**src/rtl/mmio_console_rx.sv**
```systemverilog
`default_nettype none
// ============================================================================
// Module   : mmio_console_rx
// Purpose  : 8N1 UART receiver feeding a byte FIFO, read through two MMIO regs
// Revision : 1.0 - initial release
// ============================================================================

typedef struct packed {
    logic        valid;
    logic [31:0] addr;
    logic [3:0]  do_read;
    logic [3:0]  do_write;
} memory_io_req;

typedef struct packed {
    logic        valid;
    logic [31:0] addr;
    logic [31:0] data;
} memory_io_rsp;

module mmio_console_rx #(
    parameter int          CLKS_PER_BIT = 868,
    parameter int          FIFO_DEPTH   = 16,
    parameter logic [31:0] BASE_ADDR    = 32'h0002_FFF0
) (
    input  logic         clk,
    input  logic         reset,
    input  memory_io_req req,
    output memory_io_rsp rsp,
    input  logic         uart_rx,
    output logic         irq
);

    localparam int CNT_W = (CLKS_PER_BIT > 1) ? $clog2(CLKS_PER_BIT) : 1;
    localparam int PTR_W = (FIFO_DEPTH > 1) ? $clog2(FIFO_DEPTH) : 1;
    localparam int LVL_W = $clog2(FIFO_DEPTH + 1);

    localparam logic [CNT_W-1:0] HALF_BIT = CNT_W'(CLKS_PER_BIT / 2 - 1);
    localparam logic [CNT_W-1:0] FULL_BIT = CNT_W'(CLKS_PER_BIT - 1);
    localparam logic [CNT_W-1:0] CNT_ONE  = CNT_W'(1);
    localparam logic [PTR_W-1:0] PTR_LAST = PTR_W'(FIFO_DEPTH - 1);
    localparam logic [PTR_W-1:0] PTR_ONE  = PTR_W'(1);
    localparam logic [LVL_W-1:0] LVL_FULL = LVL_W'(FIFO_DEPTH);
    localparam logic [31:0]      STAT_ADDR = BASE_ADDR + 32'd4;

    typedef enum logic [1:0] {
        ST_IDLE  = 2'd0,
        ST_START = 2'd1,
        ST_DATA  = 2'd2,
        ST_STOP  = 2'd3
    } rx_state_t;

    logic             sync1_q, sync2_q;
    rx_state_t        state_q, state_d;
    logic [CNT_W-1:0] cnt_q, cnt_d;
    logic [2:0]       bit_q, bit_d;
    logic [7:0]       shift_q, shift_d;
    logic             push_w, frm_evt_w;

    logic [7:0]       mem_q [FIFO_DEPTH];
    logic [PTR_W-1:0] wr_ptr_q, wr_ptr_d, rd_ptr_q, rd_ptr_d;
    logic [LVL_W-1:0] level_q, level_d;
    logic             overrun_q, overrun_d, frame_err_q, frame_err_d;
    logic             irq_q;
    memory_io_rsp     rsp_q, rsp_d;

    logic             hit_w, rd_w, data_rd_w, stat_rd_w;
    logic             empty_w, full_w, pop_w, push_ok_w, ovr_evt_w;
    logic [31:0]      status_w;

    // Receive state machine: mid-bit sampling driven by a down-counter
    always_comb begin
        state_d   = state_q;
        cnt_d     = cnt_q;
        bit_d     = bit_q;
        shift_d   = shift_q;
        push_w    = 1'b0;
        frm_evt_w = 1'b0;
        case (state_q)
            ST_IDLE: begin
                if (!sync2_q) begin
                    state_d = ST_START;
                    cnt_d   = HALF_BIT;
                end
            end
            ST_START: begin
                if (cnt_q == '0) begin
                    if (!sync2_q) begin
                        state_d = ST_DATA;
                        cnt_d   = FULL_BIT;
                        bit_d   = 3'd0;
                    end else begin
                        state_d = ST_IDLE;
                    end
                end else begin
                    cnt_d = cnt_q - CNT_ONE;
                end
            end
            ST_DATA: begin
                if (cnt_q == '0) begin
                    shift_d = {sync2_q, shift_q[7:1]};
                    cnt_d   = FULL_BIT;
                    if (bit_q == 3'd7) begin
                        state_d = ST_STOP;
                    end else begin
                        bit_d = bit_q + 3'd1;
                    end
                end else begin
                    cnt_d = cnt_q - CNT_ONE;
                end
            end
            ST_STOP: begin
                if (cnt_q == '0) begin
                    state_d   = ST_IDLE;
                    push_w    = sync2_q;
                    frm_evt_w = !sync2_q;
                end else begin
                    cnt_d = cnt_q - CNT_ONE;
                end
            end
            default: state_d = ST_IDLE;
        endcase
    end

    // Bus decode; a request carrying any write strobe is never answered
    always_comb begin
        hit_w     = req.valid && ((req.addr == BASE_ADDR) || (req.addr == STAT_ADDR));
        rd_w      = hit_w && (req.do_read != 4'd0) && (req.do_write == 4'd0);
        data_rd_w = rd_w && (req.addr == BASE_ADDR);
        stat_rd_w = rd_w && (req.addr == STAT_ADDR);

        empty_w   = (level_q == '0);
        full_w    = (level_q == LVL_FULL);
        pop_w     = data_rd_w && !empty_w;
        push_ok_w = push_w && (!full_w || pop_w);
        ovr_evt_w = push_w && !push_ok_w;

        status_w  = 32'({9'(level_q), full_w, frame_err_q, overrun_q, !empty_w});

        wr_ptr_d  = wr_ptr_q;
        rd_ptr_d  = rd_ptr_q;
        if (push_ok_w) begin
            wr_ptr_d = (wr_ptr_q == PTR_LAST) ? '0 : wr_ptr_q + PTR_ONE;
        end
        if (pop_w) begin
            rd_ptr_d = (rd_ptr_q == PTR_LAST) ? '0 : rd_ptr_q + PTR_ONE;
        end
        level_d     = level_q + LVL_W'(push_ok_w) - LVL_W'(pop_w);

        // A new error in the same cycle as the status read survives the clear
        overrun_d   = (overrun_q && !stat_rd_w) || ovr_evt_w;
        frame_err_d = (frame_err_q && !stat_rd_w) || frm_evt_w;

        rsp_d = '0;
        if (rd_w) begin
            rsp_d.valid = 1'b1;
            rsp_d.addr  = req.addr;
            if (data_rd_w) begin
                rsp_d.data = empty_w ? 32'hFFFF_FFFF : {24'h0, mem_q[rd_ptr_q]};
            end else begin
                rsp_d.data = status_w;
            end
        end
    end

    always_ff @(posedge clk) begin
        if (push_ok_w) begin
            mem_q[wr_ptr_q] <= shift_q;
        end
    end

    always_ff @(posedge clk or posedge reset) begin
        if (reset) begin
            sync1_q     <= 1'b1;
            sync2_q     <= 1'b1;
            state_q     <= ST_IDLE;
            cnt_q       <= '0;
            bit_q       <= 3'd0;
            shift_q     <= 8'h00;
            wr_ptr_q    <= '0;
            rd_ptr_q    <= '0;
            level_q     <= '0;
            overrun_q   <= 1'b0;
            frame_err_q <= 1'b0;
            irq_q       <= 1'b0;
            rsp_q       <= '0;
        end else begin
            sync1_q     <= uart_rx;
            sync2_q     <= sync1_q;
            state_q     <= state_d;
            cnt_q       <= cnt_d;
            bit_q       <= bit_d;
            shift_q     <= shift_d;
            wr_ptr_q    <= wr_ptr_d;
            rd_ptr_q    <= rd_ptr_d;
            level_q     <= level_d;
            overrun_q   <= overrun_d;
            frame_err_q <= frame_err_d;
            irq_q       <= (level_d != '0);
            rsp_q       <= rsp_d;
        end
    end

    assign rsp = rsp_q;
    assign irq = irq_q;

endmodule

`default_nettype wire
```
**config.mk**
```make
export PLATFORM = sky130hd
export DESIGN_NAME = mmio_console_rx
export DESIGN_NICKNAME = d
export VERILOG_FILES = /design/src/rtl/mmio_console_rx.sv
export SDC_FILE = /design/constraint.sdc
export NUM_CORES = 1
export LEC_CHECK = 0
export BUFFER_PORTS_ARGS = -buffer_cell sky130_fd_sc_hd__buf_4
export CORE_MARGIN = 8
export CORE_UTILIZATION = 25
export DETAILED_ROUTE_END_ITERATION = 16
export PLACE_DENSITY = 0.53
export RECOVER_POWER = 100
export SLEW_MARGIN = 20
export SYNTH_ARGS = -nofsm -noshare
export SYNTH_HDL_FRONTEND = slang
export SYNTH_SLANG_ARGS = --single-unit
```
**constraint.sdc**
```tcl
create_clock -name clk -period 3.8 [get_ports clk]
set_clock_uncertainty 0.05 [all_clocks]
set_input_delay 0.76 -clock clk [delete_from_list [all_inputs] [get_ports clk]]
set_output_delay 0.76 -clock clk [all_outputs]
set_load 0.05 [all_outputs]
```
# Word level (Yosys, flattened, before mapping)
# Memories as Yosys holds them, arrays and structs flattened.
# Cells that the tools add are included.
# W data, S select, Z words.
[word_totals]
register_bits = 106
ramBits = 128
inputBits = 44
out_inout_bits = 66
elab_cells = 99
mem_count = 1
[op_classes]
n_addsub = 6
eq_ne = 18
n_mux = 29
n_reduce_logical = 30
[mem_list]
columns = ["name", "words", "word_bits", "rd", "rd_clocked_by_memory_dff", "write_ports", "line_no", "source"]
rows = [
  ["mem_q", 16, 8, 1, 0, 1, "60", "logic [7:0] mem_q [FIFO_DEPTH];"],
]
[ops]
columns = ["op", "n"]
rows = [
  ["$mux W65", 1],
  ["$eq A32 B18 Y1 const B", 2],
  ["$mux W32", 2],
  ["$mux W10", 5],
  ["$pmux W10 S4", 1],
  ["$ne A2 B2 Y1 const B", 8],
  ["$mux W2", 6],
  ["$mux W3", 4],
  ["$logic_and A1 B1 Y1", 10],
  ["$logic_not A10 Y1", 1],
  ["$reduce_and A5 Y1", 2],
  ["$sub A10 B1 Y10 const B", 1],
  ["$add A4 B1 Y4 const B", 2],
  ["$eq A4 B4 Y1 const B", 2],
  ["$mux W4", 2],
  ["$pmux W2 S4", 1],
  ["$mux W1", 6],
  ["$pmux W3 S2", 1],
  ["$add A5 B1 Y5", 1],
  ["$eq A5 B5 Y1 const B", 1],
  ["$logic_not A1 Y1", 5],
  ["$logic_not A5 Y1", 1],
  ["$reduce_bool A5 Y1", 1],
  ["$sub A5 B1 Y5", 1],
  ["12 further kinds", 16],
]

# Logic depth before layout (Yosys ltp)
# Gate-level depths: netlist (run 1).
[depth]
word_depth = 12
mapped_depth = 19
depth_no_buf = 17

# Worst setup path after synthesis (run 1)
# Ideal clock, no wire load.
[synth_path]
path_type = "input-to-reg"
start = "input req[8] (netlist name)"
end = "register irq_q (netlist: irq)"
setup_time_ps = 139
t_arrival_ps = 3765
required_ps = 3611
slack_ps = -153
path_stages = 16
path_buffers = 1
path_cell_list = "or4b_4 -> nor4_4 -> nand4_2 -> a21oi_2 -> buf_2 -> inv_1 -> ha_1 -> inv_1 -> ha_1 -> inv_1 -> fa_1 -> inv_1 -> a21oi_1 -> o21bai_1 -> xnor2_1 -> or4_1"
[synth_between]
elab_chain_len = 12
word_cells_on_any_way = 13
classes_between = "add/sub: 2; eq/ne: 2; reduce/logical: 9"
[synth_lines]
columns = ["element", "line_no", "source"]
rows = [
  ["start, declared", "28", "input memory_io_req req,"],
  ["$eq A32 B18 Y1, on equally long branches", "127, 129", ""],
  ["$logic_or A1 B1 Y1", "127", "hit_w = req.valid && ((req.addr == BASE_ADDR) || (req.addr == STAT_ADDR));"],
  ["$logic_and A1 B1 Y1", "127", ""],
  ["$logic_and A1 B1 Y1 (2 in a row)", "128", "rd_w = hit_w && (req.do_read != 4'd0) && (req.do_write == 4'd0);"],
  ["$logic_and A1 B1 Y1 *", "129", "data_rd_w = rd_w && (req.addr == BASE_ADDR);"],
  ["$logic_and A1 B1 Y1 *", "134", "pop_w = data_rd_w && !empty_w;"],
  ["$logic_or A1 B1 Y1", "135", "push_ok_w = push_w && (!full_w || pop_w);"],
  ["$logic_and A1 B1 Y1", "135", ""],
  ["$add A5 B1 Y5", "148", "level_d = level_q + LVL_W'(push_ok_w) - LVL_W'(pop_w);"],
  ["$sub A5 B1 Y5 *", "148", ""],
  ["via level_d[4]", "62", "logic [LVL_W-1:0] level_q, level_d;"],
  ["$reduce_bool A5 Y1 *", "199", "irq_q <= (level_d != '0);"],
  ["end signal, assigned", "199", ""],
  ["end, declared", "64", "logic irq_q;"],
]
# Mark *: on every way through the listed nets, which the timed path passes. The rest lies on a longest branch.
# A chain may end at the register's enable or synchronous reset.

# Worst setup path in the final report (run 1)
[layout_path]
start = "input req[11] (netlist name)"
end = "register irq_q (netlist: irq)"
# Same word-level chain as after synthesis.

==> qor.yml, run 1 <==
status: "finished with violations"
violations: "capacitance limit, slew limit"
cts_made_buffers: 23
grt_pass1_wl_mm: 30.0
h-tree-depth: 1
post_cts_buffers: 0
power_density_nw_per_um2: 442
drt_wl_total_mm: 19.5
ys_ff_latch: 212
syn_to_final_growth_pct: 19.9
worstMarginPinSlew_ns: 2.34
yosys.area.top_type: "edfxtp_1"
synth_edf_count: 128
cts_tree: "yes"
synth_top_area_share_pct: 43.7
yosysWarnings: 0
min_period_ns: 3.47
path_max_fanout: 3
routedWlPerCell_um: 16.9
grt_pass1_vias: 5072
leakagePower_nw: 4.41
dp_hpwl_mm: 13.4
reg2reg_to: "irq"
fillCellCount: 3474
clockBufferDepth: 3
ir_drop_uv: 211
min_path_type: "flip-flop to flip-flop"
die_area_um2: 41400
routed_via_density: 4.29
synthCells: 556
clock-sinks: 212
finalCritPeriodShare_pct: 91.3
row_count: 68
ios: 110
clk-insertion-delay-late_ns: 0.50
start_util_pct: 25.4
synth.distinct_cells: 63
holdPathEnd: "sync2_q"
fp.dieW_um: 204
diodes: 0
ys_async_sr_fraction_pct: 39.6
stdcell_count: 1154
layout-drive-gt1-share_pct: 19.2
coreArea_um2: 34600
slew_viol_final: 62
synth_area_um2: 8790
cts_root_buffer: "clkbuf_16"
grt_usage_pct: 9.12
path_class: "input pin to flip-flop"
dr.pass1.iters: 4
clkTransAtPathRegs_ns: 0.06
seq_area_frac_synth_pct: 67.7
grt_max_degree: 62
drc: 0
rr_startpoint: "cnt_q[0]"
max_cap_violations: 1
power_mw: 4.66
gp_congestion: 0.715
ys_top_cells_by_area: "edfxtp_1, dfrtp_1, mux4_2, ha_1, buf_4"
antenna_found_initial: 0
fmax_mhz: 288
hold_viol: 0
overflow: 0
slew_headroom_pct: -56.0
cp_data_required_time_ns: 4.11
reg2regPathDepth: 17
layout.nets: 747
dp.cells: 1113
portBuffers: 109
grt_setup_unrepaired: "false"
synth_common_cells: "edfxtp_1, dfrtp_1, inv_1"
fin_setup_tns_ns: 0
reg2reg_setup_slack_ns: 0.34
drt_iter0_markers: 246
worstHoldPathCells: 0
crit_arrival_ns: 3.78
setup_viol: 0
ant_nets: 0
ctsHoldBuffers: 0
synth_ff_type: "edfxtp_1"
yosysMostFrequentCell: "edfxtp_1"
start_kind: "input pin"
fp.dieH_um: 204
hold_start: "sync1_q"
post_synth.cell_area_avg_um2: 15.8
vias: 4953
worstSetupEndpointType: "flip-flop"
-- cell families after synthesis --
family / Yosys count / share of synthesized area [%]
flip-flops: 212 / 67.7
AND/OR/NAND/NOR: 100 / 6.79
buffers and inverters: 82 / 4.71
AO/OA/AOI/OAI: 79 / 6.05
multiplexers: 55 / 11.1
adder cells (fa/ha/maj): 20 / 2.93
XOR/XNOR: 7 / 0.697
other: 1 / 0.0427
-- sequential cells by signal, indices dropped and copies added, names as in the netlist, named ones only --
signal	flops
sync1_q	1
bit_q	3
irq	1
level_q	5
rd_ptr_q	4
sync2_q	1
wr_ptr_q	4
frame_err_q	1
cnt_q	10
shift_q	8
rsp	43
overrun_q	1
state_q	1
mem_q	128
-- critical path: stages --
cell,delay [ns]
clkbuf_4,0.10
or4b_1,0.57
nor4_4,0.21
nand4_1,0.18
a21oi_2,0.19
inv_1,0.07
ha_1,0.27
inv_1,0.06
ha_1,0.15
inv_1,0.06
fa_2,0.37
inv_1,0.06
a21oi_1,0.06
o21bai_1,0.17
xnor2_1,0.10
or4_1,0.40
-- worst max-delay path by stage --
stage / slack [ns] / endpoint / depth (start not counted) / start
floorplan: 0.01 / irq / 16 / req[11]
global placement: -0.07 / irq / 16 / req[11]
detailed placement: -0.14 / irq / 16 / req[11]
CTS: 0.27 / irq / 17 / cnt_q[0]
global route: 0.04 / irq / 17 / cnt_q[0]
finish: 0.33 / irq / 16 / req[11]
-- layer usage --
layer  vias to the layer above  part of all wire, %  track usage, %
li1                       2315                    -               -
met1                      2504                   44            11.6
met2                       107                   49            15.6
met3                        27                  5.6            1.81
met4                         0                  1.5            2.64
met5                         -                    0               0
-- per-stage QoR --
| step | util (%) | instance area (um2) | setup WS [ns] | hold slack [ns] |
|---|---|---|---|---|
| 5_1_grt | 30.4 | 10500 | 0.0439 | 0.302 |
| 3_5_place_dp | 29.2 | 10100 | -0.142 | 0.297 |
| 6_report | 30.4 | 10500 | 0.331 | 0.305 |
| 3_3_place_gp | 29.2 | 10100 | -0.0736 | 0.297 |
| 2_1_floorplan | - | 8860 | 0.0110 | 0.295 |
| 4_1_cts | 31.3 | 10800 | 0.273 | 0.301 |
-- power by group --
part           internal [mW]  leakage [nW]  switching [mW]
Clock                   1.25         0.356           0.859
Combinational         0.0348          1.48          0.0741
Sequential              2.44          2.57         0.00393
-- cell type report --
class	instances	area [um2]	share of cell area [%]
well taps	455	569	5.40
clock inverters	11	81.3	0.772
clock buffers	30	642	6.09
inverters	40	150	1.42
repair buffers	127	664	6.30
multi-input cells	279	2480	23.6
flip-flops and latches	212	5950	56.4
-- repair_timing --
item | CTS | global route
hold endpoints to repair | 0 | 0
setup endpoints to repair | 0 | 1
gates resized for setup | 0 | 1
-- placed cells by master (no fill, tap or decap), drive strengths merged, types with 4 or more instances in the layout --
cell type / n
a21oi: 16
nand3: 7
mux2i: 11
dfrtp: 82
and3: 21
o21ai: 19
clkbuf: 111
nor3: 7
nand2: 19
a211oi: 11
nor2b: 5
nor2: 13
ha: 19
clkinv: 9
o31ai: 4
conb: 18
nor4: 7
mux2: 11
edfxtp: 128
inv: 40
mux4: 33
a31oi: 6
nand4: 4
buf: 46
xnor2: 4
Note: power is estimated with default switching activity, not from simulation.
==> inputs of run 2 (changes only) <==
--- a/config.mk
+++ b/config.mk
@@ -5,6 +5,7 @@
 export SDC_FILE = /design/constraint.sdc
 export NUM_CORES = 1
 export LEC_CHECK = 0
+export ABC_AREA = 1
 export BUFFER_PORTS_ARGS = -buffer_cell sky130_fd_sc_hd__buf_4
 export CORE_MARGIN = 8
 export CORE_UTILIZATION = 25
==> run 2 against run 1 <==
  * The run still ends with capacitance limit, slew limit left
  * Non-clock buffer count grew 4
  * Hold slack is essentially flat
  * Total power grew 3.0%
  * Sequential cell count is the same
  * Register-to-register slack gained 0.25 ns
  * Die area grew 5.1%
  * Routed wire length grew 13%
  * First-iteration DRC count grew 86%
  * Count of clock-buffer cells in the layout shrank 6
  * Synthesized cell count grew 65%
  * Final cell count grew 32%
  * Critical endpoint unchanged
==> qor.yml, run 2 <==
status: "finished with violations"
violations: "capacitance limit, slew limit"
start_util_pct: 25.3
routed_via_density: 4.20
layout.cells.most_common_list: "nor2_1, nand2_1, edfxtp_1, clkbuf_1, o21ai_0"
start_kind: "flip-flop"
crit_arrival_ns: 3.58
vias: 6397
top_register: "mem_q"
clockBufferDepth: 3
drt_iter0_markers: 458
post_cts_buffers: 0
synth_area_um2: 9280
yosysWarnings: 0
largest_reg_flops: 128
synthMuxAreaShare_pct: 0
seq_area_frac_synth_pct: 64.1
fp.dieW_um: 209
finalCritPeriodShare_pct: 84.6
synth_compound_area_share_pct: 5.69
min_path_type: "flip-flop to flip-flop"
max_cap_violations: 1
cp_cell_sequence: "inv_1, ha_1, nand2_1, nor3_4, nand2_1, nor3_4, nand2_1, ha_1, inv_1, ha_1, inv_1, fa_1, inv_1, nor4_1, nand2_1"
fmax_mhz: 311
ir_drop_uv: 298
antenna_found_initial: 0
hold_viol: 0
yosys.area.top_type: "edfxtp_1"
setup_viol: 0
fillCellCount: 3800
dp_hpwl_mm: 14.8
dpl-instance-area_um2: 10600
cts_root_buffer: "clkbuf_16"
synth_top_family_by_area: "simple AND/OR/NAND/NOR gates"
utilization_pct: 30.1
worstMarginPinSlew_ns: 2.33
crit_slowest_cell: "fa_1"
synth_ff_type: "edfxtp_1"
grt_setup_unrepaired: "false"
cp_data_required_time_ns: 4.16
syn_to_final_growth_pct: 18.7
ys_async_sr_fraction_pct: 39.6
holdWs_ns: 0.305
fp.dieH_um: 209
grt_pass1_vias: 6276
grt_usage_pct: 9.82
leakagePower_nw: 5.03
ys_top_cells_by_area: "edfxtp_1, dfrtp_1, nor2_1, nand2_1, o21ai_0"
ctsHoldBuffers: 0
yosysMostFrequentCell: "nor2_1"
layout.nets: 1101
synth_xor_area_share_pct: 0.944
clock-sinks: 212
power_mw: 4.80
slew_headroom_pct: -55.5
rr_startpoint: "cnt_q[0]"
path_class: "flip-flop to flip-flop"
clk-insertion-delay-late_ns: 0.53
drc: 0
synth_top_area_share_pct: 41.4
synthCells: 917
portBuffers: 109
critPathMaxStageDelay_ns: 0.48
h-tree-depth: 1
grt_pass1_wl_mm: 34.9
clkTransAtPathRegs_ns: 0.06
final_common_cell: "nor2_1"
routedWlPerCell_um: 14.5
post_synth.cell_area_avg_um2: 10.1
hold_start: "sync1_q"
ys_ff_latch: 212
ant_nets: 0
layout-drive-gt1-share_pct: 9.11
final_area_um2: 11000
power_density_nw_per_um2: 436
fin_setup_tns_ns: 0
path_max_fanout: 6
crit_path_start: "cnt_q[0]"
grt_max_degree: 67
ios: 110
slew_viol_final: 61
coreArea_um2: 36600
min_period_ns: 3.21
overflow: 0
dr.pass1.iters: 4
synthSimpleGateAreaFrac_pct: 20.1
cts_made_buffers: 23
diodes: 0
drt_wl_total_mm: 22.0
cts_resized: 0
gp_congestion: 0.789
worstSetupEndpointType: "flip-flop"
cts_tree: "yes"
row_count: 70
synth.distinct_cells: 40
synth_common_cells: "nor2_1, nand2_1, edfxtp_1"
synth_edf_count: 128
die_area_um2: 43500
synthAdderAreaFrac_pct: 2.78
run 2: per-layer routing:
layer	global-route usage, %	wire length (um)	vias up
li1	-	-	3226
met1	13.0	10200	2973
met2	15.7	9860	166
met3	2.57	1530	32
met4	2.67	427	0
met5	0	0	-
run 2: power breakdown:
part           total (mW)  switching, mW  internal [mW]
Sequential           2.44        0.00328           2.44
Clock                2.25          0.928           1.32
Combinational       0.112         0.0756         0.0368
run 2: area by class of cell:
cell class	instances	area, um2	area share (%)
sequential	212	5950	54.0
clock inverter	18	186	1.69
timing repair buffer	131	668	6.06
clock buffer	24	579	5.26
tap	468	586	5.31
inverter	74	278	2.52
multi-input combinational	595	2770	25.2
run 2: critical path, delay by kind of cell, from the launching register on:
kind / cells / cell delay [ns]
buffers and inverters: 4 / 0.30
adder cells (fa/ha/maj): 4 / 1.12
AND/OR/NAND/NOR: 7 / 1.27
flip-flops: 1 / 0.37
run 2: kinds of logic after synthesis:
group	after synthesis
and+or+nand+nor	444
AOI/OAI and AO/OA	103
other	1
DFF	212
adders and majority gates	20
buffers and inverters	127
xor gates and xnor gates	10
run 2: per-stage QoR:
step / setup WS, ns / instances
2_1_floorplan: 0.691 / 934
3_3_place_gp: 0.466 / 1480
3_5_place_dp: 0.446 / 1480
4_1_cts: 0.668 / 1522
5_1_grt: 0.272 / 1522
6_report: 0.586 / 1522
run 2: worst paths after layout:
kind                                    to  slack (ns)  depth (start not counted)
worst max-delay path                   irq        0.59                         15
max in group asynchronous       state_q[0]        1.00                          3
worst max register to register         irq        0.59                         15
worst min-delay path               sync2_q        0.31                          0
min in group asynchronous          rsp[59]        0.99                          2
worst min register to register     sync2_q        0.31                          0
